## config.mk

```make
export PLATFORM = sky130hd
export DESIGN_NAME = dma_copy_engine_flat
export DESIGN_NICKNAME = d
export VERILOG_FILES = /design/src/rtl/dma_copy_engine_if.sv /design/src/rtl/dma_copy_engine.sv /design/src/flat_wrapper.sv
export SDC_FILE = /design/constraint.sdc
export NUM_CORES = 1
export LEC_CHECK = 0
export CAP_MARGIN = 10
export CELL_PAD_IN_SITES_DETAIL_PLACEMENT = 1
export CELL_PAD_IN_SITES_GLOBAL_PLACEMENT = 2
export CORE_MARGIN = 5
export CORE_UTILIZATION = 29
export DETAILED_ROUTE_END_ITERATION = 12
export GPL_ROUTABILITY_DRIVEN = 0
export PLACE_DENSITY_LB_ADDON = 0.1
export SETUP_SLACK_MARGIN = 0.2
export SYNTH_ARGS = -nofsm -noshare
export SYNTH_HDL_FRONTEND = slang
export SYNTH_SLANG_ARGS = --single-unit
```

## constraint.sdc

```tcl
create_clock -name clk -period 5.05 [get_ports clk]
set_clock_uncertainty 0.15 [all_clocks]
set_input_delay 0.505 -clock clk [delete_from_list [all_inputs] [get_ports clk]]
set_output_delay 0.505 -clock clk [all_outputs]
set_load 0.1 [all_outputs]
```

## src/rtl/dma_copy_engine_if.sv

```systemverilog
// Purpose : bundles the CPU register port, the shared-SRAM master port and the
//           completion/status outputs of dma_copy_engine into one interface.
// Latency : wiring only.  Backpressure: the SRAM port is gated by bus_req/bus_gnt.
//
// Signal summary
//   reg_sel/reg_we/reg_wdata -> engine   CPU register select, write strobe, data
//   reg_rdata                <- engine   combinational register read-back
//   bus_req                  <- engine   request for the shared SRAM port
//   bus_gnt                  -> engine   grant from the arbiter
//   mem_addr/mem_re/mem_we   <- engine   SRAM byte address and strobes
//   mem_wdata                <- engine   SRAM write data
//   mem_rdata                -> engine   SRAM read data (valid the cycle after mem_re)
//   eop/busy                 <- engine   one-cycle completion pulse, transfer in progress
//
// Modports: master = the DMA engine side, slave = CPU / arbiter / SRAM side.
interface dma_copy_engine_if #(
    parameter int AW = 8,
    parameter int DW = 32
) ();
    logic [1:0]    reg_sel;
    logic          reg_we;
    logic [7:0]    reg_wdata;
    logic [7:0]    reg_rdata;
    logic          bus_req;
    logic          bus_gnt;
    logic [AW-1:0] mem_addr;
    logic          mem_re;
    logic          mem_we;
    logic [DW-1:0] mem_wdata;
    logic [DW-1:0] mem_rdata;
    logic          eop;
    logic          busy;

    modport master (
        input  reg_sel,
        input  reg_we,
        input  reg_wdata,
        output reg_rdata,
        output bus_req,
        input  bus_gnt,
        output mem_addr,
        output mem_re,
        output mem_we,
        output mem_wdata,
        input  mem_rdata,
        output eop,
        output busy
    );

    modport slave (
        output reg_sel,
        output reg_we,
        output reg_wdata,
        input  reg_rdata,
        input  bus_req,
        output bus_gnt,
        input  mem_addr,
        input  mem_re,
        input  mem_we,
        input  mem_wdata,
        output mem_rdata,
        input  eop,
        input  busy
    );
endinterface

```

## src/rtl/dma_copy_engine.sv

```systemverilog
// Purpose : memory-to-memory copy engine on the shared SRAM port; copies LEN words src->dst.
// Latency : 5 cycles per word with immediate grant (REQ,RD,WT,WR,GAP), last GAP replaced by FIN/eop.
// Backpressure: waits in REQ holding bus_req until bus_gnt; drops bus_req one cycle per word.
//
// Ports
//   clk  : system clock, all state on posedge
//   rst  : synchronous active-high reset; aborts any transfer without further strobes
//   bus  : dma_copy_engine_if.master -- register port, SRAM master port, eop/busy
module dma_copy_engine #(
    parameter int AW = 8,
    parameter int DW = 32,
    parameter int LW = 8
) (
    input  logic              clk,
    input  logic              rst,
    dma_copy_engine_if.master bus
);

    typedef enum logic [2:0] {
        S_IDLE,
        S_REQ,
        S_RD,
        S_WT,
        S_WR,
        S_GAP,
        S_FIN
    } state_t;

    state_t state_q;
    state_t state_d;

    // Programmed registers (CPU visible) and working copies used by the copy loop.
    logic [AW-1:0] src_q;
    logic [AW-1:0] dst_q;
    logic [LW-1:0] len_q;
    logic          done_q;
    logic [AW-1:0] cur_src;
    logic [AW-1:0] cur_dst;
    logic [LW-1:0] cnt;
    logic [DW-1:0] data_q;

    // Combinational outputs before they reach the interface.
    logic          bus_req;
    logic          mem_re;
    logic          mem_we;
    logic [AW-1:0] mem_addr;
    logic [DW-1:0] mem_wdata;
    logic          eop;
    logic          busy;
    logic [7:0]    reg_rdata;

    // Register writes only land while idle; a write during a transfer (or during
    // the FIN cycle) is silently dropped so the running copy cannot be disturbed.
    logic cfg_we;
    logic start;

    assign cfg_we = (state_q == S_IDLE) && bus.reg_we;
    assign start  = cfg_we && (bus.reg_sel == 2'd3) && bus.reg_wdata[0];

    // ------------------------------------------------------------------
    // State register and datapath
    // ------------------------------------------------------------------
    always_ff @(posedge clk) begin
        if (rst) begin
            state_q <= S_IDLE;
            src_q   <= '0;
            dst_q   <= '0;
            len_q   <= '0;
            done_q  <= 1'b0;
            cur_src <= '0;
            cur_dst <= '0;
            cnt     <= '0;
            data_q  <= '0;
        end else begin
            state_q <= state_d;

            if (cfg_we) begin
                case (bus.reg_sel)
                    2'd0:    src_q <= AW'({bus.reg_wdata[7:2], 2'b00});
                    2'd1:    dst_q <= AW'({bus.reg_wdata[7:2], 2'b00});
                    2'd2:    len_q <= LW'(bus.reg_wdata);
                    default: ;
                endcase
            end

            // Working copies are snapshotted at START so the programmed values
            // stay readable and reusable for a repeat transfer.
            if (start) begin
                done_q  <= 1'b0;
                cur_src <= src_q;
                cur_dst <= dst_q;
                cnt     <= len_q;
            end

            // SRAM returns read data the cycle after mem_re, i.e. during WT.
            if (state_q == S_WT) begin
                data_q <= bus.mem_rdata;
            end

            // Pointers wrap naturally at 2^AW.
            if (state_q == S_WR) begin
                cur_src <= cur_src + AW'(4);
                cur_dst <= cur_dst + AW'(4);
                cnt     <= cnt - LW'(1);
            end

            if (state_q == S_FIN) begin
                done_q <= 1'b1;
            end
        end
    end

    // ------------------------------------------------------------------
    // Next state and outputs
    // ------------------------------------------------------------------
    always_comb begin
        state_d   = state_q;
        bus_req   = 1'b0;
        mem_re    = 1'b0;
        mem_we    = 1'b0;
        mem_addr  = '0;
        mem_wdata = '0;
        eop       = 1'b0;
        busy      = 1'b0;

        case (state_q)
            S_IDLE: begin
                if (start) begin
                    state_d = (len_q == '0) ? S_FIN : S_REQ;
                end
            end
            S_REQ: begin
                bus_req = 1'b1;
                busy    = 1'b1;
                if (bus.bus_gnt) begin
                    state_d = S_RD;
                end
            end
            S_RD: begin
                bus_req  = 1'b1;
                busy     = 1'b1;
                mem_re   = 1'b1;
                mem_addr = cur_src;
                state_d  = S_WT;
            end
            S_WT: begin
                bus_req = 1'b1;
                busy    = 1'b1;
                state_d = S_WR;
            end
            S_WR: begin
                bus_req   = 1'b1;
                busy      = 1'b1;
                mem_we    = 1'b1;
                mem_addr  = cur_dst;
                mem_wdata = data_q;
                // cnt is decremented on this edge; a count of 1 means this was the last word.
                state_d   = (cnt == LW'(1)) ? S_FIN : S_GAP;
            end
            S_GAP: begin
                // bus_req dropped for one cycle so the CPU can win arbitration.
                busy    = 1'b1;
                state_d = S_REQ;
            end
            S_FIN: begin
                eop     = 1'b1;
                state_d = S_IDLE;
            end
            default: begin
                state_d = S_IDLE;
            end
        endcase
    end

    // Register read-back mux.
    always_comb begin
        reg_rdata = '0;
        case (bus.reg_sel)
            2'd0:    reg_rdata = 8'(src_q);
            2'd1:    reg_rdata = 8'(dst_q);
            2'd2:    reg_rdata = 8'(len_q);
            default: reg_rdata = {6'b0, done_q, busy};
        endcase
    end

    assign bus.bus_req   = bus_req;
    assign bus.mem_re    = mem_re;
    assign bus.mem_we    = mem_we;
    assign bus.mem_addr  = mem_addr;
    assign bus.mem_wdata = mem_wdata;
    assign bus.eop       = eop;
    assign bus.busy      = busy;
    assign bus.reg_rdata = reg_rdata;

endmodule

```

## src/flat_wrapper.sv

```systemverilog
// flat-port wrapper written by rule: the top's interface ports become plain ports
module dma_copy_engine_flat 
#(
    parameter int AW = 8,
    parameter int DW = 32,
    parameter int LW = 8
)
  (clk, rst, bus_reg_sel, bus_reg_we, bus_reg_wdata, bus_reg_rdata, bus_bus_req, bus_bus_gnt, bus_mem_addr, bus_mem_re, bus_mem_we, bus_mem_wdata, bus_mem_rdata, bus_eop, bus_busy);
  dma_copy_engine_if #(.AW(AW), .DW(DW)) bus_i ();
  input  logic clk;
  input  logic rst;
  input wire logic [$bits(bus_i.reg_sel)-1:0] bus_reg_sel;
  input wire logic [$bits(bus_i.reg_we)-1:0] bus_reg_we;
  input wire logic [$bits(bus_i.reg_wdata)-1:0] bus_reg_wdata;
  output wire logic [$bits(bus_i.reg_rdata)-1:0] bus_reg_rdata;
  output wire logic [$bits(bus_i.bus_req)-1:0] bus_bus_req;
  input wire logic [$bits(bus_i.bus_gnt)-1:0] bus_bus_gnt;
  output wire logic [$bits(bus_i.mem_addr)-1:0] bus_mem_addr;
  output wire logic [$bits(bus_i.mem_re)-1:0] bus_mem_re;
  output wire logic [$bits(bus_i.mem_we)-1:0] bus_mem_we;
  output wire logic [$bits(bus_i.mem_wdata)-1:0] bus_mem_wdata;
  input wire logic [$bits(bus_i.mem_rdata)-1:0] bus_mem_rdata;
  output wire logic [$bits(bus_i.eop)-1:0] bus_eop;
  output wire logic [$bits(bus_i.busy)-1:0] bus_busy;
  assign bus_i.reg_sel = bus_reg_sel;
  assign bus_i.reg_we = bus_reg_we;
  assign bus_i.reg_wdata = bus_reg_wdata;
  assign bus_reg_rdata = bus_i.reg_rdata;
  assign bus_bus_req = bus_i.bus_req;
  assign bus_i.bus_gnt = bus_bus_gnt;
  assign bus_mem_addr = bus_i.mem_addr;
  assign bus_mem_re = bus_i.mem_re;
  assign bus_mem_we = bus_i.mem_we;
  assign bus_mem_wdata = bus_i.mem_wdata;
  assign bus_i.mem_rdata = bus_mem_rdata;
  assign bus_eop = bus_i.eop;
  assign bus_busy = bus_i.busy;
  dma_copy_engine #(.AW(AW), .DW(DW), .LW(LW)) u_core (.clk(clk), .rst(rst), .bus(bus_i));
endmodule
```

==> impl_metrics.toml, run 1 <==
[sta]
worst_pin_slew_ps = 1080
setup-tns-final_ps = 0
fmax_mhz = 259
hold_viol = 0
rsz0062_at_grt = "false"
setup_viol = 0
post-route-period-util_pct = 76.4
relSlewSlack_pct = 27.5
period_needed_ps = 3860
drv_slew = 0

[setup_path]
crit_type = "in2out"
required_ps = 4390
cp_max_fo = 13
crit_slowest_cell = "clkdlybuf4s50_1"
cp-start-kind = "primary input"
critical_path_arrival_ps = 3200
worstPathCellList = "clkdlybuf4s50_1 > nor2b_1 > nand2_1 > o21ai_0 > clkdlybuf4s50_1"
cp_common_cell = "clkdlybuf4s50_1"
slowest_delay_ps = 1160
end_kind = "output pin"

[power]
ir_drop_mv = 0.159
switching_power_mw = 0.891
p_int_mw = 1.26
sw_frac_of_total_pct = 41.5
cellLeakagePower_nw = 1.90
combPwrFrac_pct = 38.6
p_clk_share_pct = 26.2
p_per_area_nw_per_um2 = 444
power_mw = 2.15
seq_power_share_pct = 35.3

[synth]
synth_common_cells = "80 x nand2_1, 76 x dfxtp_1, 59 x a21oi_1, 39 x nor2_1, 32 x and2_1"
ys_seq_area_share_pct = 42.2
synth_most_common_cell = "nand2_1"
synth-simple-area-share_pct = 26.3
ys_ff_latch = 76
synth-async-reset-ratio_pct = 0
synthXorXnorAreaFrac_pct = 0.243
synth_top_family_by_area = "simple AND/OR/NAND/NOR gates"
synth_top_area_share_pct = 42.2
netlist_area_sq_um = 3600
ys_types = 47
synth_edf_count = 0
yosys-mux-area-fraction_pct = 7.78
synthFlopType = "dfxtp_1"
synth_compound_area_share_pct = 17.6
yosysTopAreaCell = "dfxtp_1"
synth_cells = 453
synth-adder-area-share_pct = 1.39
yosys_warnings = 0
avgSynthCellArea_sq_um = 7.95
synth_area_leaders = "dfxtp_1 42%, nand2_1 8.3%, a21oi_1 8.2%, mux2i_1 7.8%, and2_1 5.6%"

[finish]
num_antenna_cells = 0
design_area_sq_um = 4840
drive_gt1_share_pct = 11.6
area_delta_synth_final_pct = 34.3
utilization_pct = 39.9
fillers = 1484
num-nets-final = 584

[drt]
drt_pre_antenna_iters = 4
ant_nets = 0
vias = 3442
routed_wirelength_um = 11500
routed_via_density = 4.90
drt_iter0_drc = 150
avgRoutedWirePerCell_um = 16.3
drcViolationCount = 0

[die]
rows = 40
die-area_sq_um = 14800
die_x_um = 121
die_h_um = 121
start_util_pct = 29.7
core_sq_um = 12100
ios = 99

[clock_tree]
cts_resized = 0
clock-sinks = 76
postCtsSetupBuffers = 0
cts.reportedPaths.clkPinSlew_ps = 50
cts_buffers = 9
clock_latency_ps = 330
htree_levels = 3
hold_buffers = 0
clock_path_buffers = 2
cts_root_buf = "clkbuf_16"
cts_tree = "built"

[global_routing]
grt_pass1_vias = 3587
grt_pass1_wl_um = 18800
grt_usage_pct = 16.2
grt_overflow = 0
grt_max_degree = 54
antenna_found_initial = 0

[placed_design]
hpwl_um = 8340
io_buffers = 96
dpl_cell_area_sq_um = 4590

[outcome]
status = "completed"

[job]
maxCapViolations = 0

[worst_hold_path]
hp-class = "reg2reg"
flip-flops by register name (all words and copies together) (netlist names):
register / count
u_core.cnt: 8
u_core.cur_dst: 6
u_core.cur_src: 6
u_core.data_q: 32
u_core.done_q: 1
u_core.dst_q: 6
u_core.len_q: 8
u_core.src_q: 6
u_core.state_q: 3
layer usage:
layer	share of wire, %	wire [um]	track usage [%]
met5	0	0	0
met4	1.5	174	5.67
met3	2.6	304	2.80
met2	49	5650	26.7
met1	47	5370	21.2
critical path, delay by kind of cell:
family	cells	cell delay (ps)
simple gates	2	690
buf+inv	2	1910
compound gates	1	100
placed cells by master, fill, tap and decap left out, drive strengths merged, types with 2 or more instances in the layout:
cell	Yosys	routed
and3	4	4
mux2i	28	28
buf	10	45
and2	32	32
o31a	2	2
nor2	39	39
nand3	8	8
clkdlybuf4s50	0	57
nand2	80	80
a31oi	8	8
nor2b	5	5
a22o	5	5
a21oi	59	59
or3	3	3
ha	4	4
nor3	8	8
or4	4	4
dfxtp	76	76
a2bb2oi	3	3
a32oi	2	2
inv	5	5
clkbuf	23	12
nor3b	3	3
o21ai	22	22
conb	1	2
o211ai	2	2
through the flow:
stage / setup slack (ps) / std cells / hold slack (ps)
floorplan: 689 / 454 / 282
global placement: 1290 / 691 / 287
detailed placement: 1180 / 691 / 293
CTS: 1180 / 703 / 300
global route: 989 / 703 / 322
finish: 1190 / 703 / 296
worst paths after layout:
| kind | slack (ps) | from | depth (start not counted) | to |
|---|---|---|---|---|
| worst max register to register | 2240 | u_core.state_q[2] | 7 | u_core.cnt[0] |
| worst min register to register | 300 | u_core.data_q[1] | 2 | u_core.data_q[1] |
| worst min-delay path | 300 | u_core.data_q[1] | 2 | u_core.data_q[1] |
| worst max-delay path | 1190 | bus_reg_sel[0] | 5 | bus_reg_rdata[4] |
cell families after synthesis:
family	count (synthesis)
adder cells (fa/ha/maj)	4
XOR/XNOR	1
AO/OA/AOI/OAI	110
other	1
multiplexers	28
AND/OR/NAND/NOR	195
flip-flops	76
buffers and inverters	38
power groups by stage:
stage	Combinational (mW)	Sequential, mW	Clock, mW
4_1_cts	0.838	0.758	0.585
2_1_floorplan	0.635	0.723	0
3_3_place_gp	0.822	0.767	0
6_report	0.828	0.757	0.563
5_1_grt	0.901	0.770	0.618
3_5_place_dp	0.835	0.771	0
area by class of cell:
type / instances / area, sq um / area share [%]
repair buffers: 102 / 906 / 18.7
inverters: 5 / 18.8 / 0.388
well taps: 168 / 210 / 4.35
flip-flops and latches: 76 / 1520 / 31.5
multi-input cells: 340 / 1930 / 40.0
clock buffers: 12 / 246 / 5.10
Power figures use the tool's default switching activity.
==> inputs of run 2 (changes only) <==
--- a/config.mk
+++ b/config.mk
@@ -9,7 +9,7 @@
 export CELL_PAD_IN_SITES_DETAIL_PLACEMENT = 1
 export CELL_PAD_IN_SITES_GLOBAL_PLACEMENT = 2
 export CORE_MARGIN = 5
-export CORE_UTILIZATION = 29
+export CORE_UTILIZATION = 27
 export DETAILED_ROUTE_END_ITERATION = 12
 export GPL_ROUTABILITY_DRIVEN = 0
 export PLACE_DENSITY_LB_ADDON = 0.1
==> constraint.sdc (replaced) <==
create_clock -name clk -period 4 [get_ports clk]
set_clock_uncertainty 0.15 [all_clocks]
set_input_delay 0.4 -clock clk [delete_from_list [all_inputs] [get_ports clk]]
set_output_delay 0.4 -clock clk [all_outputs]
set_load 0.1 [all_outputs]
==> run 2 against run 1 <==
- via count increased by 2.5%
- total power increased by 32%
- clock power increased by 46%
- register-to-register slack got worse by 920 ps
- cell count increased by 2.0%
- core utilization increased by 0.90 points
- global-route usage decreased by 0.95 points
- flip-flop and latch count unchanged
- wire length increased by 3.7%
- first-iteration DRC count decreased by 29%
- critical path type is now reg2out
- highest routed layer unchanged
==> impl_metrics.toml, run 2 (synthesis results as in run 1) <==
[outcome]
status = "completed"

[power]
p_clk_share_pct = 28.9
p_int_mw = 1.68
sw_frac_of_total_pct = 41.0
seq_power_share_pct = 33.6
combPwrFrac_pct = 37.5
p_per_area_nw_per_um2 = 530
cellLeakagePower_nw = 2.06
switching_power_mw = 1.16
ir_drop_mv = 0.195

[drt]
route.met2.wl_um = 5940
top_layer = "met4"
ant_nets = 0
route.met3.wl_um = 409
drt_iter0_drc = 107
routed_wirelength_um = 11900
drcViolationCount = 0
drt_pre_antenna_iters = 4
vias = 3529
routed_via_density = 4.92
drt-met1-wl_um = 5380
avgRoutedWirePerCell_um = 16.6

[global_routing]
grt_overflow = 0
grt_pass1_wl_um = 19500
grt_max_degree = 44
antenna_found_initial = 0
grt_pass1_vias = 3750
grt_usage_pct = 15.2

[die]
ios = 99
die-area_sq_um = 15800
die_h_um = 126
core_sq_um = 13100
start_util_pct = 27.4
rows = 42
die_x_um = 126

[worst_hold_path]
hp-class = "reg2reg"
min_path_cells = 2

[setup_path]
required_ps = 3450
cp_max_fo = 30
path_depth = 6
cp_num_buf_inv = 4
cpLargestDelayFamily = "buffers and inverters"
rr_worst_depth = 7
critical_path_arrival_ps = 2610
end_kind = "output pin"
crit_slowest_cell = "dfxtp_1"
worstPathCellList = "or3b_1 > buf_4 > inv_1 > buf_4 > and2_1 > buf_12"
cp_common_cell = "buf_4"
slowest_delay_ps = 650
cp-start-kind = "register"
crit_type = "reg2out"

[clock_tree]
postCtsSetupBuffers = 0
cts.reportedPaths.clkPinSlew_ps = 60
cts_resized = 0
clock_latency_ps = 340
clock-sinks = 76
cts_buffers = 9
cts_tree = "built"
clock_path_buffers = 2
hold_buffers = 0
htree_levels = 3
cts_root_buf = "clkbuf_16"

[finish]
drive_gt1_share_pct = 14.6
largest-register = "u_core.data_q"
num_antenna_cells = 0
layout_common_cells = "80 x nand2_1, 76 x dfxtp_1, 58 x a21oi_1"
design_area_sq_um = 5370
area_delta_synth_final_pct = 48.9
biggestRegsByFlops = "u_core.data_q: 32 flops, u_core.cnt: 8 flops, u_core.len_q: 8 flops"
num-nets-final = 586
final_common_cell = "nand2_1"
largest_reg_flops = 32

[sta]
relSlewSlack_pct = 34.4
drv_slew = 0
setup-tns-final_ps = 0
post-route-period-util_pct = 78.9
period_needed_ps = 3160
fmax_mhz = 317
worst_pin_slew_ps = 981
setup_viol = 0
hold_viol = 0
rsz0062_at_grt = "false"

[placed_design]
dpl_cell_area_sq_um = 5070
hpwl_um = 8570
io_buffers = 96

[job]
maxCapViolations = 0
==> run 2: per-layer routing <==
| metal | vias to the layer above | track usage (%) |
|---|---|---|
| met4 | 0 | 5.29 |
| met5 | - | 0 |
| met1 | 1730 | 19.0 |
| met2 | 58 | 26.0 |
| li1 | 1727 | - |
| met3 | 14 | 3.16 |
==> run 2: power groups by stage <==
stage	Combinational (mW)	Clock [mW]	Sequential [mW]
2_1_floorplan	0.807	0	0.912
3_3_place_gp	1.07	0	0.969
3_5_place_dp	1.07	0	0.971
4_1_cts	1.08	0.851	0.954
5_1_grt	1.15	0.884	0.971
6_report	1.06	0.822	0.954
==> run 2: metrics by stage <==
step	util (%)	setup slack (ps)	hold WS, ps	total power, mW	std cells
after CTS	40.8	814	302	2.88	717
after global routing	40.8	693	320	3.01	717
after detailed placement	38.6	1130	294	2.04	701
after global placement	38.6	1210	288	2.04	701
after floorplan	-	187	282	1.72	454
final	40.8	844	300	2.84	717
==> run 2: cell type report <==
| type | count | area (sq um) |
|---|---|---|
| Clock buffer | 12 | 246 |
| Clock inverter | 4 | 48.8 |
| Fill cell | 1521 | 7770 |
| Inverter | 5 | 18.8 |
| Multi-Input combinational cell | 340 | 1940 |
| Sequential cell | 76 | 1520 |
| Tap cell | 176 | 220 |
| Timing Repair Buffer | 104 | 1370 |
==> run 2: worst paths after layout <==
path / start / to / slack (ps)
worst max register to register: u_core.state_q[1] / u_core.cur_src[6] / 1320
worst min register to register: u_core.data_q[15] / u_core.data_q[15] / 300
worst min-delay path: u_core.data_q[15] / u_core.data_q[15] / 300
worst max-delay path: u_core.state_q[2] / bus_mem_wdata[13] / 840
==> run 2: worst register-to-register path, stage by stage, from the launching register on <==
cell and delay [ps]:
dfxtp_1 580, or3b_1 180, buf_4 270, inv_1 200
a21oi_1 670, buf_4 290, o21ai_0 100, a21oi_1 170
